===== src/rtl/fifo_pkg.sv =====
// Shared definitions for the nibble FIFO and its read-side controllers.
//   DATA_W_DEFAULT  : default FIFO entry width
//   STATE_FILL/HOLD : encoding of the reader FSM states
//   FIFO_RD_LATENCY : cycles from pop to read data
package fifo_pkg;

    localparam int unsigned DATA_W_DEFAULT  = 4;
    localparam int unsigned FIFO_RD_LATENCY = 1;

    localparam logic STATE_FILL = 1'b0;
    localparam logic STATE_HOLD = 1'b1;

    typedef enum logic {
        StFill = STATE_FILL,
        StHold = STATE_HOLD
    } state_t;

endpackage


===== src/rtl/fifo_reader.sv =====
// Read-side controller for the nibble FIFO: pops WORDS entries, packs them
// LSB-first into one wide word and offers it on a valid/ready handshake.
// A flush pulse emits a partial word holding whatever has been captured.
//   clk, rst_n   : clock, synchronous active-low reset
//   fifo_empty   : FIFO has no entries
//   fifo_pop     : pop request (data returns one cycle later on fifo_data)
//   fifo_data    : FIFO read data
//   flush        : emit the nibbles collected so far
//   m_data       : packed word, unused upper slots zero
//   m_count      : number of valid nibbles in m_data
//   m_valid      : m_data/m_count valid
//   m_ready      : downstream accepts the word
module fifo_reader
    import fifo_pkg::*;
#(
    parameter int unsigned DATA_W = DATA_W_DEFAULT,
    parameter int unsigned WORDS  = 4
) (
    input  logic                         clk,
    input  logic                         rst_n,
    input  logic                         fifo_empty,
    output logic                         fifo_pop,
    input  logic [DATA_W-1:0]            fifo_data,
    input  logic                         flush,
    output logic [DATA_W*WORDS-1:0]      m_data,
    output logic [$clog2(WORDS+1)-1:0]   m_count,
    output logic                         m_valid,
    input  logic                         m_ready
);

    localparam int unsigned CNT_W = $clog2(WORDS + 1);
    localparam logic [CNT_W-1:0] WORDS_C = CNT_W'(WORDS);
    localparam logic [CNT_W-1:0] LAST_C  = CNT_W'(WORDS - 1);
    localparam logic [CNT_W-1:0] ONE_C   = CNT_W'(1);

    state_t                    state;
    logic [CNT_W-1:0]          issued;
    logic [CNT_W-1:0]          recvd;
    logic                      rd_pend;
    logic                      flush_pend;
    logic [DATA_W*WORDS-1:0]   acc;

    // A pending flush freezes pops so the word boundary stays where the flush landed.
    assign fifo_pop = (state == StFill) && !fifo_empty && (issued < WORDS_C) && !flush_pend;

    assign m_valid = (state == StHold);
    assign m_data  = m_valid ? acc : '0;
    assign m_count = m_valid ? recvd : '0;

    always_ff @(posedge clk) begin
        if (!rst_n) begin
            state      <= StFill;
            issued     <= '0;
            recvd      <= '0;
            rd_pend    <= 1'b0;
            flush_pend <= 1'b0;
            acc        <= '0;
        end else begin
            unique case (state)
                StFill: begin
                    rd_pend <= fifo_pop;
                    if (fifo_pop) begin
                        issued <= issued + ONE_C;
                    end
                    if (rd_pend) begin
                        for (int i = 0; i < WORDS; i++) begin
                            if (recvd == CNT_W'(i)) begin
                                acc[i*DATA_W +: DATA_W] <= fifo_data;
                            end
                        end
                        recvd <= recvd + ONE_C;
                        if (recvd == LAST_C) begin
                            state <= StHold;
                        end
                    end else if (flush_pend) begin
                        // In-flight read has landed; emit partial word or drop an empty flush.
                        if (recvd != '0) begin
                            state <= StHold;
                        end else begin
                            flush_pend <= 1'b0;
                        end
                    end
                    // A new flush pulse wins over the clear above.
                    if (flush) begin
                        flush_pend <= 1'b1;
                    end
                end
                StHold: begin
                    if (m_ready) begin
                        state      <= StFill;
                        issued     <= '0;
                        recvd      <= '0;
                        flush_pend <= 1'b0;
                        acc        <= '0;
                    end
                end
                default: state <= StFill;
            endcase
        end
    end

endmodule


===== config.mk =====
export PLATFORM = sky130hd
export DESIGN_NAME = fifo_reader
export DESIGN_NICKNAME = d
export VERILOG_FILES = /design/src/rtl/fifo_pkg.sv /design/src/rtl/fifo_reader.sv
export SDC_FILE = /design/constraint.sdc
export NUM_CORES = 1
export LEC_CHECK = 0
export ABC_AREA = 1
export ABC_CLOCK_PERIOD_IN_PS = 2900
export CAP_MARGIN = 30
export CELL_PAD_IN_SITES_DETAIL_PLACEMENT = 1
export CELL_PAD_IN_SITES_GLOBAL_PLACEMENT = 1
export CORE_MARGIN = 4
export CORE_UTILIZATION = 33
export DETAILED_ROUTE_END_ITERATION = 8
export DONT_BUFFER_PORTS = 1
export PLACE_DENSITY_LB_ADDON = 0.1
export SYNTH_ARGS = -nofsm -noshare
export SYNTH_HDL_FRONTEND = slang
export SYNTH_SLANG_ARGS = --single-unit

===== constraint.sdc =====
create_clock -name clk -period 2.9 [get_ports clk]
set_input_delay 0.87 -clock clk [delete_from_list [all_inputs] [get_ports clk]]
set_output_delay 0.87 -clock clk [all_outputs]
set_load 0.005 [all_outputs]

==> results of run 1 <==
## registers in the layout, summed over array words and instances (netlist names)
signal / flops
recvd: 3
rd_pend: 1
flush_pend: 1
m_valid: 1
acc: 16
issued: 3
## power by group
part / total, mW / internal [mW] / switching, mW
clock: 0.211 / 0.0974 / 0.114
combinational: 0.0726 / 0.0237 / 0.0490
sequential: 0.365 / 0.354 / 0.0110
total: 0.649 / 0.475 / 0.174
## critical path, delay by kind of cell, from the launching register on
| kind | cells | cell delay (ps) |
|---|---|---|
| simple gates | 1 | 90 |
| flops | 1 | 600 |
| buf+inv | 2 | 400 |
## per-layer routing
layer,global-route usage,up-vias,share of wire
met5,0,-,0
met1,0.173,541,0.48
met4,0.0376,0,0.011
li1,-,599,-
met3,0.0305,4,0.028
met2,0.258,20,0.48
## final cells by class
class                           instances  area (µm²)  share of cell area
Sequential cell                        25         500               0.348
Tap cell                               50        62.6              0.0436
Clock inverter                          1        7.51             0.00523
Multi-Input combinational cell        129         679               0.473
Clock buffer                            3        41.3              0.0287
Timing Repair Buffer                    1        7.51             0.00523
Inverter                               34         138              0.0958
## worst min-delay path by stage
stage	from	end	slack [ps]	cells past startpoint
after floorplan	issued[2]$_SDFFE_PN0P_	issued[2]$_SDFFE_PN0P_	440	2
after global placement	acc[12]$_SDFFE_PN0P_	acc[12]$_SDFFE_PN0P_	470	2
after detailed placement	acc[3]$_SDFFE_PN0P_	acc[3]$_SDFFE_PN0P_	470	2
after CTS	acc[3]$_SDFFE_PN0P_	acc[3]$_SDFFE_PN0P_	490	2
after global routing	acc[5]$_SDFFE_PN0P_	acc[5]$_SDFFE_PN0P_	510	2
final	acc[5]$_SDFFE_PN0P_	acc[5]$_SDFFE_PN0P_	490	2
## synthesized netlist by cell type (all sizes together)
master  number
or2          1
nand3       22
a21oi       22
inv         34
a31oi        1
clkbuf       1
buf          5
nor2        16
o21ai        1
o22ai        1
nand2       59
dfxtp       25
ha           6
## layout by cell type, fill, tap and decap left out, drive strengths merged
master    netlist  layout
a21oi          22      22
a31oi           1       1
buf             5       1
clkbuf          1       3
clkinvlp        0       1
dfxtp          25      25
ha              6       6
inv            34      34
nand2          59      59
nand3          22      22
nor2           16      16
o21ai           1       1
o22ai           1       1
or2             1       1
## logic make-up (layout without fill, tap and decap cells)
kind of cell,count (synthesis),in the layout,synth area share
and+or+nand+nor,98,98,0.347
buffers and inverters,40,39,0.129
DFF,25,25,0.369
AOI/OAI and AO/OA,25,25,0.0988
adders and majority gates,6,6,0.0554
## through the flow
| stage | instance area, µm² | setup slack (ps) |
|---|---|---|
| finish | 1440 | 673 |
| global route | 1440 | 520 |
| CTS | 1440 | 621 |
| detailed placement | 1390 | 854 |
| global placement | 1390 | 870 |
| floorplan | 1360 | 903 |
==> impl_results.md, run 1 <==
- Core Area: 4000 µm²
- Synth warn: 0
- First-pass GRT wire length: 5.91 mm
- Yosys top cell area share: 0.369
- Buffers on Ports: 0
- Worst r2r dst: acc[2]$_SDFFE_PN0P_
- Synth unique cells: 21
- Crit share post-route: 0.768
- Hold Path Class: reg2reg
- Final Hold Fails: 0
- Post-DR vias/cell: 4.79
- Post-Synthesis Cells: 194
- First-pass detailed-route iteration total: 4
- Vias in the first global route: 1,260
- Slew margin rel.: 0.709
- Filler instances: 525
- Post-CTS sizing: 0
- RSZ-0062 raised after global routing: false
- Hold-fix buffers, CTS: 0
- Placed insts: 239
- Crit path max fanout: 16
- Max-cap viol count: 0
- CP startpoint kind: flip-flop
- Final Total Pwr: 649 µW
- Die H: 72.1 µm
- Netlist Area Pre-Place: 1360 µm²
- TNS Setup: 0 ps
- Pwr per Cell Area: 452 nW/µm²
- Syn Nets: 209
- Largest net degree at the start of global routing: 19
- Share of cells above drive strength 1: 0.104
- Final ANT Viol Nets: 0
- Critical path startpoint: m_valid$_SDFF_PN0_
- CP endpoint: m_data[0]
- Tmin final: 2230 ps
- Die extent in x: 72.1 µm
- Top cells by area, synth: dfxtp_1 (37%), nand2_1 (14%), inv_1 (8.3%)
- Post-DR wirelength/cell: 13.7 µm
- CTS tree: done
- CTS Buffer Depth: 2
- Die area: 5200 µm²
- Tot GR Track Use: 0.144
- Cell taking the most area after synthesis: dfxtp_1
- Post-layout util: 0.359
- Rows: 23
- Worst hold margin: 487 ps
- Via count: 1,164
- Synthesized area per cell: 6.98 µm²
- Layout Nets: 209
- GP Congestion: 0.763
- Slowest stage delay, CP: 600 ps
- Area added between synthesis and finish: 6.00%
- Clk_skew: 7.12 ps
- Initial antenna violation count: 0
- Starting Density: 0.339
- Worst reg2reg setup slack: 1320 ps
- Worst path required time: 2030 ps
- Initial drt markers: 47
- FMAX: 449 MHz
- Crit path arrival time: 1360 ps
- Worst path cell trace: buf_4 -> nand2_1 -> inv_1
- DR DRC count: 0
- Num CTS Buffers: 3
- I/O pin cnt: 30
- CTS root buffer: clkbuf_8
- Clock transition at path regs: 90 ps
- Fin. max-slew vios: 0
- Worst Setup Path Type: reg2out
- Crit-path slowest cell: dfxtp_1
- CTS HTree Levels: 1
- Seq cells post-synth: 25
- Status: finished, final reports clean
- WL final: 3.32 mm
- Maximum resistive drop on vdd: 0.158 mV
- Reg-to-Reg Start: m_valid$_SDFF_PN0_
- Skew-Pair Late Insertion Delay: 270 ps
- Worst reg2reg path depth: 7
- Leakage: 0.728 nW
- # setup viols final: 0
- Ant diodes: 0
- Non-filler instance count after layout: 243
- Seq/Total Area, Yosys: 0.369
- Final global-route overflow total: 0
- Worst setup EP type: output port
- Pin slew with the least headroom to its limit: 436 ps
- Setup bufs post-CTS: 0
- Dpl hpwl: 2.50 mm
- Clock sinks: 25
(Power assumes the default switching activity.)
==> run 2, diff against run 1 <==
--- a/config.mk
+++ b/config.mk
@@ -6,7 +6,7 @@
 export NUM_CORES = 1
 export LEC_CHECK = 0
 export ABC_AREA = 1
-export ABC_CLOCK_PERIOD_IN_PS = 2900
+export ABC_CLOCK_PERIOD_IN_PS = 1900
 export CAP_MARGIN = 30
 export CELL_PAD_IN_SITES_DETAIL_PLACEMENT = 1
 export CELL_PAD_IN_SITES_GLOBAL_PLACEMENT = 1
==> constraint.sdc (replaced) <==
create_clock -name clk -period 1.9 [get_ports clk]
set_input_delay 0.57 -clock clk [delete_from_list [all_inputs] [get_ports clk]]
set_output_delay 0.57 -clock clk [all_outputs]
set_load 0.005 [all_outputs]
==> run 2 against run 1 <==
Net effect:
- routed wire length is 2.9% higher
- critical path depth grew 1
- via count decreased by 0.69%
- combinational power is 56% higher
- sequential power grew 53%
- global-route usage increased by 0.14 points
- register-to-register slack lost 840 ps
- die area is the same
- clock power up 58%
- sequential cell count unchanged
- critical path type unchanged
- critical endpoint is now fifo_pop
==> impl_results.md, run 2 (synthesis gave the netlist of run 1 again) <==
- I/O pin cnt: 30 (unchanged)
- Placed insts: 240 (+0.42%)
- Post-DR vias/cell: 4.74 (-1.1%)
- Most common cell after layout, fill and taps aside: nand2_1
- Max-cap viol count: 0 (unchanged)
- CTS Buffer Depth: 2 (unchanged)
- CTS HTree Levels: 1 (unchanged)
- WL final: 3.42 mm (+2.9%)
- Max reg flops: 16 (unchanged)
- # setup viols final: 0 (unchanged)
- GP Congestion: 0.770 (+0.93%)
- Final Hold Fails: 0 (unchanged)
- Critical path startpoint: m_valid$_SDFF_PN0_
- Clock sinks: 25 (unchanged)
- Crit path arrival time: 1120 ps (-240 ps)
- Die area: 5200 µm² (unchanged)
- RSZ-0062 raised after global routing: false
- Share of cells above drive strength 1: 0.113 (+0.00978)
- Pin slew with the least headroom to its limit: 378 ps (-57.8 ps)
- Ant diodes: 0 (unchanged)
- Most flops, register: acc
- Worst path cell trace: buf_4 -> nor2_1 -> nand2_1 -> inv_1
- Final ANT Viol Nets: 0 (unchanged)
- Setup bufs post-CTS: 0 (unchanged)
- Largest net degree at the start of global routing: 19 (unchanged)
- Filler instances: 525 (unchanged)
- Worst r2r dst: acc[4]$_SDFFE_PN0P_
- Core Area: 4000 µm² (unchanged)
- Fin. max-slew vios: 0 (unchanged)
- HP Start: rst_n
- Crit path max fanout: 8 (-8)
- Buffers on Ports: 0 (unchanged)
- Post-DR wirelength/cell: 14.0 µm (+2.5%)
- Layout Nets: 210 (+0.48%)
- TNS Setup: 0 ps (unchanged)
- Num CTS Buffers: 3 (unchanged)
- DR DRC count: 0 (unchanged)
- Commonest non-fill, non-tap cells in the layout: nand2_1 (51), inv_1 (30), dfxtp_1 (24), a21oi_1 (22), nand3_1 (22)
- Leakage: 0.734 nW (+0.81%)
- Clk_skew: 6.82 ps (-0.301 ps)
- Area occupied by registers: 502 µm² (+0.25%)
- First-pass detailed-route iteration total: 2 (-2)
- Buf+Inv Stages, Crit Path: 2 (unchanged)
- CP startpoint kind: flip-flop
- Status: finished, final reports clean
- Die extent in x: 72.1 µm (unchanged)
- Tot GR Track Use: 0.145 (+0.00144)
- Tmin final: 1690 ps
- Area of the multi-input gates: 679 µm² (unchanged)
- CTS tree: done
- First-pass GRT wire length: 5.88 mm (-0.47%)
- Largest regs: acc (16), issued (3), recvd (3)
- Via count: 1,156 (-0.69%)
- Initial antenna violation count: 0 (unchanged)
- Worst reg2reg path depth: 6 (-1)
- Vias in the first global route: 1,155 (-8.3%)
- Worst Setup Path Type: reg2out
- Hold-fix buffers, CTS: 0 (unchanged)
- Area added between synthesis and finish: 6.65%
- Skew-Pair Late Insertion Delay: 280 ps (about the same)
- Dpl hpwl: 2.51 mm (+0.30%)
- CTS root buffer: clkbuf_8
- WP depth: 4 (+1)
- Clock transition at path regs: 90 ps (about the same)
- Critical path's top delay family: flip-flops
- Worst setup EP type: output port
- Die H: 72.1 µm (unchanged)
- Slew margin rel.: 0.747 (+0.0380)
- Maximum resistive drop on vdd: 0.378 mV (+140%)
- Reg-to-Reg Start: recvd[0]$_SDFFE_PN0P_
- Final global-route overflow total: 0 (unchanged)
- Crit share post-route: 0.891
- Rows: 23 (unchanged)
- Hold Path Class: in2reg
- Initial drt markers: 60 (+28%)
- FMAX: 591 MHz
- Post-CTS sizing: 0 (unchanged)
- Crit-path slowest cell: dfxtp_2
- Starting Density: 0.339 (unchanged)
- Worst path required time: 1330 ps (-700 ps)
- CP endpoint: fifo_pop
- Non-filler instance count after layout: 244 (+0.41%)
- Worst reg2reg setup slack: 480 ps (-840 ps)
- Pwr per Cell Area: 695 nW/µm² (+54%)
- Slowest stage delay, CP: 370 ps (-230 ps)
==> run 2: power breakdown <==
part / switching, mW / leakage, nW / internal [mW]
Clock: 0.185 / 0.0217 / 0.149
Sequential: 0.0161 / 0.203 / 0.541
Combinational: 0.0765 / 0.509 / 0.0369
==> run 2: final cells by class <==
cell class / instances / area share
sequential: 25 / 0.347
clock inverter: 1 / 0.00519
timing repair buffer: 2 / 0.0104
tap: 50 / 0.0433
clock buffer: 3 / 0.0286
inverter: 34 / 0.0952
multi-input combinational: 129 / 0.470
==> run 2: per-layer routing <==
layer,wire [µm],track usage,vias to the layer above
met4,46,0.0564,0
met5,0,0,-
li1,-,-,602
met1,1730,0.195,528
met3,91,0.0263,4
met2,1550,0.231,22
==> run 2: how the worst min path moves through the flow <==
stage,endpoint,slack (ps),cells after the start
after CTS,acc[11]$_SDFFE_PN0P_,400,2
after global placement,acc[12]$_SDFFE_PN0P_,470,2
final,acc[11]$_SDFFE_PN0P_,410,2
after detailed placement,acc[2]$_SDFFE_PN0P_,470,2
after global routing,issued[2]$_SDFFE_PN0P_,400,2
after floorplan,issued[2]$_SDFFE_PN0P_,440,2
==> run 2: through the flow <==
stage          worst slack, ps  utilization  cell area (µm²)  hold WS (ps)  power [mW]
2_1_floorplan              449            -             1360           437       0.661
3_3_place_gp               431        0.349             1400           466       0.681
3_5_place_dp               384        0.349             1400           471       0.685
4_1_cts                   75.0        0.361             1440           402        1.02
5_1_grt                   79.5        0.361             1450           400        1.07
6_report                   208        0.361             1450           409        1.00
==> patch 1 (flow settings as in run 2) <==
`DATA_W_DEFAULT`: 4 -> 6.
--- a/src/rtl/fifo_pkg.sv
+++ b/src/rtl/fifo_pkg.sv
@@ -4,7 +4,7 @@
 //   FIFO_RD_LATENCY : cycles from pop to read data
 package fifo_pkg;
 
-    localparam int unsigned DATA_W_DEFAULT  = 4;
+    localparam int unsigned DATA_W_DEFAULT  = 6;
     localparam int unsigned FIFO_RD_LATENCY = 1;
 
     localparam logic STATE_FILL = 1'b0;
Ports: changed (resized fifo_data and m_data); port bits go from 30 to 40. No check against the original RTL was run, so the function may have changed too.
==> patch 1 against run 2 <==
  * Total power grew 37%
  * Synthesized area grew 25%
  * Design area grew 27%
  * Sequential cell count grew 8
  * Critical path type unchanged
  * Worst setup slack lost 0.049 ns
  * Cell count grew 32%
  * Routed wire length grew 26%
  * Die area grew 22%
==> patch 1: results (changes against run 2) <==
- The flow ran to the end, and the final reports show no timing, DRC or antenna violations.
- The share of layout cells above drive strength 1 was 7.843% (-3.5 points).
- The share of the synthesized area in compound gates (AO/OA/AOI/OAI) is 8.882% (-1.0 points).
- The met1 global-route usage is 19.75% (+0.26 points).
- The proportion of synthesized flip-flops having asynchronous set or reset is 0% (unchanged).
- The met3 track demand over resource in global routing is 4.515% (+1.9 points).
- The total power density per cell area is 751.4 mW/mm2 (+8.1%).
- The combinational-cell power consumption came to 154 uW (+36%).
- The critical path ends at m_data[12].
- The HPWL after detailed placement was 3267 um (+30%).
- The clock-pin slew on the worst setup and hold paths is 0.07 ns (-0.02 ns).
- The sequential element share of the synthesized area is 39.08% (+2.1 points).
- The internal power of the cells came to 1.012 mW (+39%).
- The number of clock buffers inserted by TritonCTS is 5 (+2).
- The detailed-routing iteration count for the pre-antenna-repair pass is 4 (+2).
- The total track usage is 14.77% (+0.25 points).
- The endpoint identified for the worst register-to-register timing path is acc[17].
- The largest registers in the layout are acc (24), issued (3), recvd (3).
- The maximum number of pins on one net before global-route repair is 18 (-1).
- The final weighted congestion in routability-driven placement is 0.7375 (-4.2%).
- The synthesized netlist net count is 270 (+29%).
- The initial detailed-routing violation count came to 75 (+25%).
- The tightest slew margin relative to the limit is 68.05% (-6.7 points).
- The arrival time at the worst endpoint is 1.17 ns (+0.05 ns).
- The worst setup slack for register-to-register paths is 0.31 ns (-0.17 ns).
- After synthesis, the cell types taking the most area are dfxtp_1 (39%), nand2_1 (15%), inv_1 (10%), a21oi_1 (7.7%), nand3_1 (7.7%).
- The area after detailed placement is 0.001763 mm2 (+26%).
- After synthesis, the most frequently instantiated cells are nand2_1 (67), inv_1 (45), dfxtp_1 (33), a21oi_1 (26), nand3_1 (26).
- The top fanout value on the critical path is 17 (+9).
- The proportion of synthesized area in mux cells came to 0% (unchanged).
- The logic depth of the worst register-to-register path was 7 (+1).
- The adder-cell share of the synthesized area is 4.441% (-1.1 points).
- The synthesized-area fraction occupied by xor and xnor cells is 0% (unchanged).
- The maximum clock skew at final layout came to 0.003413 ns (-0.003406 ns).
- The global-route wire length before repair is 7265 um (+24%).
- The distinct cell type count after synthesis is 20 (-4.8%).
- The buffer count from post-CTS setup fixing is 0 (unchanged).
- The met2 usage in global routing is 22.29% (-0.77 points).
- The routed via count is 1490 (+29%).
- The standby leakage power is 0.9581 nW (+31%).
- The number of H-tree levels came to 2 (+1).
- The later-pin clock latency in the skew report is 0.28 ns (about the same).
- The worst register-to-register path begins at recvd[0].
- The clock tree root driver cell is clkbuf_8.
- The worst ir drop on vdd is 446.5 uV (+18%).
- The count of warnings emitted by yosys was 0 (unchanged).
- The post-detailed-route wirelength per cell was 13.39 um (-4.4%).
- The part of the total power dissipated in sequential elements was 53.5% (-2.0 points).
==> patch 1: worst min-delay path by stage <==
| stage | from | endpoint | slack [ns] | cells past startpoint |
|---|---|---|---|---|
| detailed placement | issued[0] | issued[0] | 0.46 | 1 |
| global placement | issued[2] | issued[2] | 0.46 | 2 |
| global route | rst_n | acc[0] | 0.40 | 2 |
| floorplan | issued[0] | issued[0] | 0.43 | 1 |
| CTS | rst_n | acc[2] | 0.40 | 2 |
| finish | rst_n | acc[0] | 0.40 | 2 |
==> patch 1: area by class of cell <==
class                   count  area, um2
inverters                  48      180.2
flip-flops and latches     33      660.6
clock inverters             1      5.005
well taps                  67      83.83
repair buffers              5      50.05
fillers                   662       3012
clock buffers               5      68.82
multi-input cells         163      788.3
==> patch 1: worst max-delay path, stage by stage, from the launching register on <==
cell and delay (ns):
dfxtp_1 0.46, buf_4 0.28, nand2_1 0.07, inv_1 0.07
==> patch 1: routing by layer <==
metal	part of all wire (%)	wire length [um]
met1	50	2165
met2	44	1908
met3	4.0	172
met4	1.5	63
met5	0	0
==> patch 1: stage by stage <==
step / hold slack [ns] / instances / worst slack [ns]
6_report: 0.4011 / 322 / 0.1590
5_1_grt: 0.3988 / 322 / 0.02065
4_1_cts: 0.3974 / 322 / 0.1181
3_5_place_dp: 0.4553 / 316 / 0.3188
3_3_place_gp: 0.4554 / 316 / 0.4006
2_1_floorplan: 0.4311 / 253 / 0.3625
==> patch 1: cell families after synthesis <==
logic type               count (synthesis)
AND/OR/NAND/NOR                        128
AO/OA/AOI/OAI                           29
buffers and inverters                   57
flip-flops                              33
adder cells (fa/ha/maj)                  6
==> patch 2 (config.mk and constraints of run 2) <==
Without the edit above. Make the reset (`rst_n`) asynchronous in one clocked block. Comments in the files are not updated.
--- a/src/rtl/fifo_reader.sv
+++ b/src/rtl/fifo_reader.sv
@@ -47,7 +47,7 @@
     assign m_data  = m_valid ? acc : '0;
     assign m_count = m_valid ? recvd : '0;
 
-    always_ff @(posedge clk) begin
+    always_ff @(posedge clk or negedge rst_n) begin
         if (!rst_n) begin
             state      <= StFill;
             issued     <= '0;
Behaviour: differs if rst_n is asserted again (counterexample within 4 cycles, from zero or initial values and one cycle with rst_n low); with rst_n held inactive, the same outputs for 10 cycles.
==> patch 2 against run 2 <==
  * Synthesized area unchanged
  * Sequential cell count is the same
  * Worst setup slack improved by 0.060 ns
  * Routed wire length down 6.1%
  * Highest routed layer unchanged
  * Design area grew 1.1%
Power is not compared: it rests on default switching activity, and its combinational part moved more than twofold at a synthesized area within 25%.
==> patch 2: results (changes against run 2) <==
- On the critical path, the stage with the largest delay is an instance of dfrtp_1.
- The logic depth of the worst register-to-register path was 7 (+1).
- The maximum clock skew at final layout is 0.006740 ns (-0.00007794 ns).
- The total instance count after detailed placement is 223 (-7.1%).
- The least setup slack across all paths after layout is 0.2683 ns (+0.06029 ns).
- The total track usage is 13.27% (-1.2 points).
- The share of layout cells above drive strength 1 is 8.989% (-2.4 points).
- The via density per instance is 4.706 (-0.67%).
- The post-placement setup slack is 0.4335 ns (+0.04945 ns).
- The count of inserted antenna diode cells was 0 (unchanged).
- The initial detailed-routing violation count is 34 (-43%).
- The min-delay analysis places its worst path in the category in2async.
- The tightest slew margin relative to the limit came to 77.12% (+2.4 points).
- The sequential element share of the synthesized area is 46.17% (+9.2 points).
- The final weighted congestion in routability-driven placement is 0.6830 (-11%).
- The global-route wire length before repair was 5409 um (-8.0%).
- The detailed-routing iteration count for the pre-antenna-repair pass is 4 (+2).
- The flow ran to the end, and the final reports show no timing, DRC or antenna violations.
- Ranked by total cell area, the synthesized netlist is headed by dfrtp_1 (46%), nand2_1 (18%), nand3_1 (9.2%), inv_1 (7.2%), ha_1 (5.5%).
- The arrival time at the worst endpoint was 1.06 ns (-0.06 ns).
- The HPWL after detailed placement is 2432 um (-3.1%).
- The top fanout value on the critical path is 5 (-3).
- The synthesized netlist net count is 191 (-8.6%).
- The commonest cells after synthesis are nand2_1 (65), inv_1 (26), dfrtp_1 (25), nand3_1 (25).
- The proportion of synthesized flip-flops having asynchronous set or reset was 100.0% (+100 points).
- The worst setup slack for register-to-register paths is 0.46 ns (-0.02 ns).
- The maximum number of pins on one net before global-route repair is 26 (+7).
- The delay of the slowest cell on the worst path is 0.40 ns (+0.03 ns).
- The distinct cell type count after synthesis came to 19 (-9.5%).
- The final routed wirelength across all metal layers came to 3208 um (-6.1%).
- The number of fill cells in the layout is 521 (-0.76%).
- The post-detailed-route wirelength per cell is 14.07 um (+0.44%).
- In the synthesized netlist the dominant register cell turns out to be dfrtp_1.
- The number of global-route vias before repair is 1125 (-2.6%).
patch 2: through the flow:
stage               hold WS (ns)  area, um2  util [%]
floorplan                 0.2744       1355         -
detailed placement        0.2750       1393     34.81
CTS                       0.1017       1461     36.53
global placement          0.2751       1393     34.81
global route             0.09304       1461     36.53
finish                    0.1036       1461     36.53
patch 2: path summary, 6_finish.rpt:
path / from / to
worst max register to register: recvd[1] / acc[6]
worst max-delay path: m_valid / fifo_pop
worst min-delay path: rst_n / acc[14]
max in group asynchronous: rst_n / recvd[1]
worst min register to register: acc[2] / acc[2]
min in group clk: m_ready / m_valid
patch 2: logic make-up after synthesis:
group                    synth area share [%]
AND/OR/NAND/NOR                         35.00
adder cells (fa/ha/maj)                 5.540
buffers and inverters                   11.17
flip-flops                              46.17
AO/OA/AOI/OAI                           2.124
patch 2: what timing repair did:
| item | 4_1_cts | 5_1_grt |
|---|---|---|
| hold buffers | 1 | 0 |
| setup endpoints to repair | 0 | 0 |
| endpoints found under the hold margin | 25 | 0 |
patch 2: layout make-up:
type                            count  area share (%)
Timing Repair Buffer                3           2.397
Sequential cell                    25           42.81
Clock inverter                      1          0.5137
Tap cell                           50           4.281
Inverter                           29           7.620
Multi-Input combinational cell    117           39.55
Clock buffer                        3           2.825
patch 2: power breakdown:
part | leakage [nW] | total, mW | internal [mW] | switching, mW
sequential | 0.332 | 0.875 | 0.737 | 0.138
combinational | 0.553 | 0.821 | 0.269 | 0.552
clock | 0.0217 | 0.333 | 0.149 | 0.185
total | 0.907 | 2.03 | 1.16 | 0.874
patch 2: layer usage:
layer | share of wire, % | GRT usage, %
met5 | 0 | 0
met1 | 45 | 16.72
met2 | 50 | 22.95
met4 | 0.59 | 3.132
met3 | 4.5 | 3.047
